**config.mk**
```make
export PLATFORM = sky130hd
export DESIGN_NAME = hdmi_timing_gen_flat
export DESIGN_NICKNAME = d
export VERILOG_FILES = /design/src/rtl/hdmi_timing_gen_if.sv /design/src/rtl/hdmi_timing_gen.sv /design/src/flat_wrapper.sv
export SDC_FILE = /design/constraint.sdc
export NUM_CORES = 1
export LEC_CHECK = 0
export BUFFER_PORTS_ARGS = -buffer_cell sky130_fd_sc_hd__buf_2
export CAP_MARGIN = 20
export CORE_ASPECT_RATIO = 1.25
export CORE_MARGIN = 2
export CORE_UTILIZATION = 55
export DETAILED_ROUTE_END_ITERATION = 8
export GPL_TIMING_DRIVEN = 0
export PLACE_DENSITY = 0.8
export SLEW_MARGIN = 20
export SYNTH_ARGS = -nofsm -noshare
export SYNTH_HDL_FRONTEND = slang
export SYNTH_SLANG_ARGS = --single-unit
```
**constraint.sdc**
```tcl
create_clock -name clk -period 3.78 [get_ports clk]
set_input_delay 0.378 -clock clk [delete_from_list [all_inputs] [get_ports clk]]
set_output_delay 0.378 -clock clk [all_outputs]
set_load 0.005 [all_outputs]
```
**src/rtl/hdmi_timing_gen_if.sv**
```systemverilog
// Video timing bundle between the timing generator and the HDMI PHY / overlay logic.
// The generator drives the video side; the consumer drives the run/pattern controls.
interface hdmi_timing_gen_if #(
    parameter int CW = 12
);
    logic          enable;
    logic [1:0]    mode;
    logic [23:0]   solid_rgb;
    logic [23:0]   data;
    logic          h_sync;
    logic          v_sync;
    logic          data_en;
    logic          clk_out;
    logic [CW-1:0] px_x;
    logic [CW-1:0] px_y;
    logic          frame_start;
    logic          line_start;

    modport master (
        input  enable, mode, solid_rgb,
        output data, h_sync, v_sync, data_en, clk_out, px_x, px_y, frame_start, line_start
    );

    modport slave (
        output enable, mode, solid_rgb,
        input  data, h_sync, v_sync, data_en, clk_out, px_x, px_y, frame_start, line_start
    );
endinterface

```
**src/rtl/hdmi_timing_gen.sv**
```systemverilog
// Parametrised video timing and test-pattern generator feeding the HDMI PHY.
// Raster counters drive registered syncs, data enable, coordinates, strobes and pattern data.
module hdmi_timing_gen #(
    parameter int H_ACTIVE = 1920,
    parameter int H_FP     = 88,
    parameter int H_SYNC   = 44,
    parameter int H_BP     = 148,
    parameter int V_ACTIVE = 1080,
    parameter int V_FP     = 4,
    parameter int V_SYNC   = 5,
    parameter int V_BP     = 36,
    parameter bit HS_POL   = 1'b1,
    parameter bit VS_POL   = 1'b1,
    parameter int CW       = 12
) (
    input  logic              clk,
    input  logic              rst_n,
    hdmi_timing_gen_if.master vid
);
    localparam int H_TOTAL = H_SYNC + H_BP + H_ACTIVE + H_FP;
    localparam int V_TOTAL = V_SYNC + V_BP + V_ACTIVE + V_FP;
    localparam int HS0     = H_SYNC + H_BP;
    localparam int VS0     = V_SYNC + V_BP;
    // Guard against a zero bar width on very narrow test builds.
    localparam int BW      = (H_ACTIVE >= 8) ? (H_ACTIVE / 8) : 1;

    localparam logic [CW-1:0] H_LAST   = CW'(H_TOTAL - 1);
    localparam logic [CW-1:0] V_LAST   = CW'(V_TOTAL - 1);
    localparam logic [CW-1:0] H_SYNC_C = CW'(H_SYNC);
    localparam logic [CW-1:0] V_SYNC_C = CW'(V_SYNC);
    localparam logic [CW-1:0] HS0_C    = CW'(HS0);
    localparam logic [CW-1:0] VS0_C    = CW'(VS0);
    localparam logic [CW-1:0] HE0_C    = CW'(HS0 + H_ACTIVE);
    localparam logic [CW-1:0] VE0_C    = CW'(VS0 + V_ACTIVE);
    localparam logic [CW-1:0] BW_C     = CW'(BW);

    logic [CW-1:0] h_cnt;
    logic [CW-1:0] v_cnt;
    logic [1:0]    mode_q;
    logic [23:0]   rgb_q;

    logic          active;
    logic          frame_first;
    logic [CW-1:0] x;
    logic [CW-1:0] y;
    logic [CW-1:0] bar;
    logic [23:0]   pix;

    function automatic logic [23:0] bar_colour(input logic [2:0] idx);
        case (idx)
            3'd0:    bar_colour = 24'hFFFFFF;
            3'd1:    bar_colour = 24'hFFFF00;
            3'd2:    bar_colour = 24'h00FFFF;
            3'd3:    bar_colour = 24'h00FF00;
            3'd4:    bar_colour = 24'hFF00FF;
            3'd5:    bar_colour = 24'hFF0000;
            3'd6:    bar_colour = 24'h0000FF;
            default: bar_colour = 24'h000000;
        endcase
    endfunction

    assign vid.clk_out = clk;

    always_comb begin
        active      = (h_cnt >= HS0_C) && (h_cnt < HE0_C) && (v_cnt >= VS0_C) && (v_cnt < VE0_C);
        frame_first = (h_cnt == '0) && (v_cnt == '0);
        x           = active ? (h_cnt - HS0_C) : '0;
        y           = active ? (v_cnt - VS0_C) : '0;
        bar         = x / BW_C;
        pix         = '0;
        case (mode_q)
            2'd0: pix = rgb_q;
            2'd1: pix = (bar >= CW'(7)) ? 24'h000000 : bar_colour(bar[2:0]);
            2'd2: pix = {x[7:0], x[7:0], x[7:0]};
            2'd3: pix = (x[5] ^ y[5]) ? 24'hFFFFFF : 24'h000000;
            default: pix = '0;
        endcase
        if (!active) begin
            pix = '0;
        end
    end

    always_ff @(posedge clk) begin
        if (!rst_n) begin
            h_cnt           <= '0;
            v_cnt           <= '0;
            mode_q          <= '0;
            rgb_q           <= '0;
            vid.data        <= '0;
            vid.h_sync      <= ~HS_POL;
            vid.v_sync      <= ~VS_POL;
            vid.data_en     <= 1'b0;
            vid.px_x        <= '0;
            vid.px_y        <= '0;
            vid.frame_start <= 1'b0;
            vid.line_start  <= 1'b0;
        end else if (!vid.enable) begin
            // Captured pattern is kept; it reloads at (0,0) once enable returns.
            h_cnt           <= '0;
            v_cnt           <= '0;
            vid.data        <= '0;
            vid.h_sync      <= ~HS_POL;
            vid.v_sync      <= ~VS_POL;
            vid.data_en     <= 1'b0;
            vid.px_x        <= '0;
            vid.px_y        <= '0;
            vid.frame_start <= 1'b0;
            vid.line_start  <= 1'b0;
        end else begin
            if (h_cnt == H_LAST) begin
                h_cnt <= '0;
                v_cnt <= (v_cnt == V_LAST) ? '0 : v_cnt + 1'b1;
            end else begin
                h_cnt <= h_cnt + 1'b1;
            end
            if (frame_first) begin
                mode_q <= vid.mode;
                rgb_q  <= vid.solid_rgb;
            end
            vid.h_sync      <= (h_cnt < H_SYNC_C) ? HS_POL : ~HS_POL;
            vid.v_sync      <= (v_cnt < V_SYNC_C) ? VS_POL : ~VS_POL;
            vid.data_en     <= active;
            vid.data        <= pix;
            vid.px_x        <= x;
            vid.px_y        <= y;
            vid.frame_start <= frame_first;
            vid.line_start  <= (h_cnt == '0);
        end
    end
endmodule

```
**src/flat_wrapper.sv**
```systemverilog
// flat-port wrapper written by rule: the top's interface ports become plain ports
module hdmi_timing_gen_flat 
#(
    parameter int H_ACTIVE = 1920,
    parameter int H_FP     = 88,
    parameter int H_SYNC   = 44,
    parameter int H_BP     = 148,
    parameter int V_ACTIVE = 1080,
    parameter int V_FP     = 4,
    parameter int V_SYNC   = 5,
    parameter int V_BP     = 36,
    parameter bit HS_POL   = 1'b1,
    parameter bit VS_POL   = 1'b1,
    parameter int CW       = 12
)
  (clk, rst_n, vid_enable, vid_mode, vid_solid_rgb, vid_data, vid_h_sync, vid_v_sync, vid_data_en, vid_clk_out, vid_px_x, vid_px_y, vid_frame_start, vid_line_start);
  hdmi_timing_gen_if #(.CW(CW)) vid_i ();
  input  logic clk;
  input  logic rst_n;
  input wire logic [$bits(vid_i.enable)-1:0] vid_enable;
  input wire logic [$bits(vid_i.mode)-1:0] vid_mode;
  input wire logic [$bits(vid_i.solid_rgb)-1:0] vid_solid_rgb;
  output wire logic [$bits(vid_i.data)-1:0] vid_data;
  output wire logic [$bits(vid_i.h_sync)-1:0] vid_h_sync;
  output wire logic [$bits(vid_i.v_sync)-1:0] vid_v_sync;
  output wire logic [$bits(vid_i.data_en)-1:0] vid_data_en;
  output wire logic [$bits(vid_i.clk_out)-1:0] vid_clk_out;
  output wire logic [$bits(vid_i.px_x)-1:0] vid_px_x;
  output wire logic [$bits(vid_i.px_y)-1:0] vid_px_y;
  output wire logic [$bits(vid_i.frame_start)-1:0] vid_frame_start;
  output wire logic [$bits(vid_i.line_start)-1:0] vid_line_start;
  assign vid_i.enable = vid_enable;
  assign vid_i.mode = vid_mode;
  assign vid_i.solid_rgb = vid_solid_rgb;
  assign vid_data = vid_i.data;
  assign vid_h_sync = vid_i.h_sync;
  assign vid_v_sync = vid_i.v_sync;
  assign vid_data_en = vid_i.data_en;
  assign vid_clk_out = vid_i.clk_out;
  assign vid_px_x = vid_i.px_x;
  assign vid_px_y = vid_i.px_y;
  assign vid_frame_start = vid_i.frame_start;
  assign vid_line_start = vid_i.line_start;
  hdmi_timing_gen #(.H_ACTIVE(H_ACTIVE), .H_FP(H_FP), .H_SYNC(H_SYNC), .H_BP(H_BP), .V_ACTIVE(V_ACTIVE), .V_FP(V_FP), .V_SYNC(V_SYNC), .V_BP(V_BP), .HS_POL(HS_POL), .VS_POL(VS_POL), .CW(CW)) u_core (.clk(clk), .rst_n(rst_n), .vid(vid_i));
endmodule
```
==> impl_metrics.csv <==
group,metric,value,unit
outcome,status,"finished clean",
power_and_ir_drop,p_seq_share,53.4,%
sta,worstMarginPinSlew,1.049,ns
sta,grt_setup_unrepaired,"no",
global_route,grt_pass1_wl,18330,microns
min_path,holdPathStages,3,
detailed_routing,maxUsedRoutingLayer,"met4",
power_and_ir_drop,pwr-share-comb,5.2,%
power_and_ir_drop,p_sw,485.8,uW
power_and_ir_drop,p_per_area,391.4,mW/mm^2
min_path,hp-class,"primary input to flip-flop",
worst_setup_path,critPathLaunchType,"flip-flop",
logic_synthesis,ys_ff_latch,103,
die,placementRows,36,
placement,portBuffers,82,
worst_setup_path,max_stage_delay,0.52,ns
placement,dp_hpwl,8217,microns
logic_synthesis,synthFlopType,"dfxtp_1",
logic_synthesis,syn-num-nets,579,
worst_setup_path,path_cells,"clkbuf_4, inv_1, ha_2, inv_1, xnor3_1, nand3_1, a2111oi_2, nor2b_1, o311ai_4, a21oi_1",
logic_synthesis,yosysWarningCount,0,
die,die_x,84.85,microns
sta,hold_viol,0,
sta,relSlewSlack,29.53,%
worst_setup_path,r2r.worst_path.cells,10,
logic_synthesis,synth_top_area_share,45.88,%
power_and_ir_drop,p_int,1603,uW
final_layout,fin_nets,676,
placement,place_ws,-0.08030,ns
logic_synthesis,synth_most_common_cell,"dfxtp_1",
clocking,clk_latency,0.49,ns
power_and_ir_drop,switching_share,23.26,%
placement,gp_congestion,0.9304,
logic_synthesis,yosysTopAreaCell,"dfxtp_1",
worst_setup_path,crit_path_end_kind,"flip-flop",
detailed_routing,vias,4149,
die,io_pins,83,
worst_setup_path,crit_type,"flip-flop to flip-flop",
sta,finalCritPeriodShare,93.41,%
global_route,antenna_found_initial,0,
logic_synthesis,synth-async-reset-ratio,0,%
global_route,grt_max_degree,18,
logic_synthesis,yosysSeqAreaShare,45.88,%
final_layout,drive_gt1_share,18.97,%
sta,fin_ws,0.2492,ns
detailed_routing,wirelength,11160,microns
detailed_routing,vias_per_cell,5.622,
die,core,0.007883,sq mm
logic_synthesis,synth_common_cells,"dfxtp_1, nand2_1, a21oi_1",
global_route,track_usage,26.03,%
worst_setup_path,path_depth,10,
sta,fin_crit,3.531,ns
worst_setup_path,cp_data_arrival_time,3.92,ns
detailed_routing,wl_met3,591,microns
worst_setup_path,crit_fanout,10,
logic_synthesis,yosys.cell_types.count,57,
logic_synthesis,syn_inst,541,
worst_setup_path,cp.required,4.17,ns
detailed_routing,drc,0,
die,die_area,0.008915,sq mm
power_and_ir_drop,ir_drop,0.3530,mV
sta,setup_viol,0,
detailed_routing,initialDrtViolationCount,204,
worst_setup_path,slowest_stage,"dfxtp_1",
clocking,clk_pin_slew,0.10,ns
detailed_routing,met2RoutedLength,5594,microns
logic_synthesis,synth_edf_count,0,
worst_setup_path,cp_common_cell,"inv_1",
final_layout,areaGrowthSynthToFinish,18.74,%
power_and_ir_drop,clkPwrFrac,41.4,%
logic_synthesis,synth_area_leaders,"dfxtp_1, a21oi_1, nand2_1",
die,die_h,105.1,microns
logic_synthesis,post_synth.cell_area_avg,8.307,sq um
worst_setup_path,crit_buf_inv,3,
detailed_routing,wl_per_cell,15.12,microns
final_layout,diodes,0,
detailed_routing,wl_met1,4640,microns
power_and_ir_drop,power.total,2089,uW
clocking,cts_hold_buf,0,
die,start_util,57.02,%
worst_setup_path,crit_family,"compound AO/OA/AOI/OAI gates",
detailed_routing,drt.antenna.violating_nets,0,
sta,drv_slew,0,
global_route,grt_overflow_total,0,
job,drv.max_cap_violation_count,0,
sta,clock_skew,0.01016,ns
logic_synthesis,netlist_area,0.004494,sq mm
detailed_routing,drtPass1Iterations,5,
power_and_ir_drop,p_leak,0.002312,uW
clocking,cts_tree,"yes",
sta,max_freq,283.2,MHz
global_route,grt_pass1_vias,3854,
==> cells by family after synthesis <==
group,after synthesis,synth area share (%)
fa+ha+maj,9,2.506
xor+xnor,29,6.125
flops,103,45.88
compound gates,144,19.52
buf+inv,50,4.371
simple gates,206,21.60
==> worst register-to-register path, stage by stage, from the launching register on <==
cell and delay, ns:
dfxtp_1 0.52, clkbuf_4 0.30, inv_1 0.17, ha_2 0.48, inv_1 0.18, xnor3_1 0.40
nand3_1 0.16, a2111oi_2 0.45, nor2b_1 0.28, o311ai_4 0.19, a21oi_1 0.30
==> path summary, 6_finish.rpt <==
check                                                  start                       endpoint  slack [ns]
worst max-delay path              u_core.h_cnt[6]$_SDFF_PP0_  u_core.vid.data[7]$_SDFF_PN0_        0.25
worst min-delay path                       vid_solid_rgb[11]  u_core.rgb_q[11]$_SDFFE_PN0P_        0.12
worst max register to register    u_core.h_cnt[6]$_SDFF_PP0_  u_core.vid.data[7]$_SDFF_PN0_        0.25
worst min register to register  u_core.rgb_q[6]$_SDFFE_PN0P_   u_core.rgb_q[6]$_SDFFE_PN0P_        0.45
==> power by group through the flow <==
stage	logic (uW)	registers [uW]	clock network (uW)
2_1_floorplan	64.3	1140	17.1
6_report	109	1120	864
5_1_grt	123	1120	921
3_5_place_dp	107	1140	25.7
3_3_place_gp	104	1140	25.7
4_1_cts	108	1120	874
==> layout by cell type (no fill, tap or decap), drive strengths merged, types with 2 or more instances in the layout <==
master	instances
nand4	5
nor4	3
o211a	3
dfxtp	103
nor2b	2
and2	7
clkbuf	43
inv	14
ha	9
or3	7
o311ai	2
a31oi	3
a2111oi	2
nand2	76
o41ai	2
or4	2
nor3b	2
a211o	3
a211oi	8
clkinv	3
o32ai	2
xor2	15
and3	6
o21a	3
nand4b	2
o211ai	3
a311oi	3
nand2b	3
or4b	2
nor2	52
nand3	16
bufinv	2
buf	89
or2	3
o21ai	35
nor3	14
xnor2	13
a21oi	69
==> what timing repair did <==
item	CTS	global route
cloned	0	0
setup buffers	0	2
resized for setup	1	7
setup endpoints to repair	6	23
pin swaps	0	1
==> layout make-up <==
type                            instances  area (sq um)
Buffer                                 36         146.4
Clock buffer                           13         170.2
Clock inverter                          7         95.09
Fill cell                             662          2546
Inverter                               13         48.80
Multi-Input combinational cell        388          2275
Sequential cell                       103          2062
Tap cell                               95         118.9
Timing Repair Buffer                   83         420.4
==> layer usage <==
layer	up-vias	GRT usage [%]
met3	30	5.134
met4	0	14.06
li1	2072	-
met5	-	0
met1	1917	31.28
met2	130	43.31
==> registers in the layout, indices dropped and copies added (netlist names) <==
| signal | cells |
|---|---|
| u_core.vid.v_sync | 1 |
| u_core.vid.frame_start | 1 |
| u_core.vid.data_en | 1 |
| u_core.vid.data | 24 |
| u_core.v_cnt | 12 |
| u_core.vid.px_x | 12 |
| u_core.vid.line_start | 1 |
| u_core.h_cnt | 12 |
| u_core.rgb_q | 24 |
| u_core.vid.h_sync | 1 |
| u_core.vid.px_y | 12 |
| u_core.mode_q | 2 |
==> stage by stage <==
stage               area [sq um]  hold slack (ns)  instances  utilization [%]  setup TNS (ns)
global placement            5024           0.4361        718            63.73         -0.4693
finish                      5336           0.1204        738            67.70               0
CTS                         5286           0.1133        736            67.06               0
global route                5336           0.1227        738            67.70               0
floorplan                   4494           0.4287        541                -               0
detailed placement          5024           0.4430        718            63.73         -0.2326
Note: power is estimated with default switching activity, not from simulation.
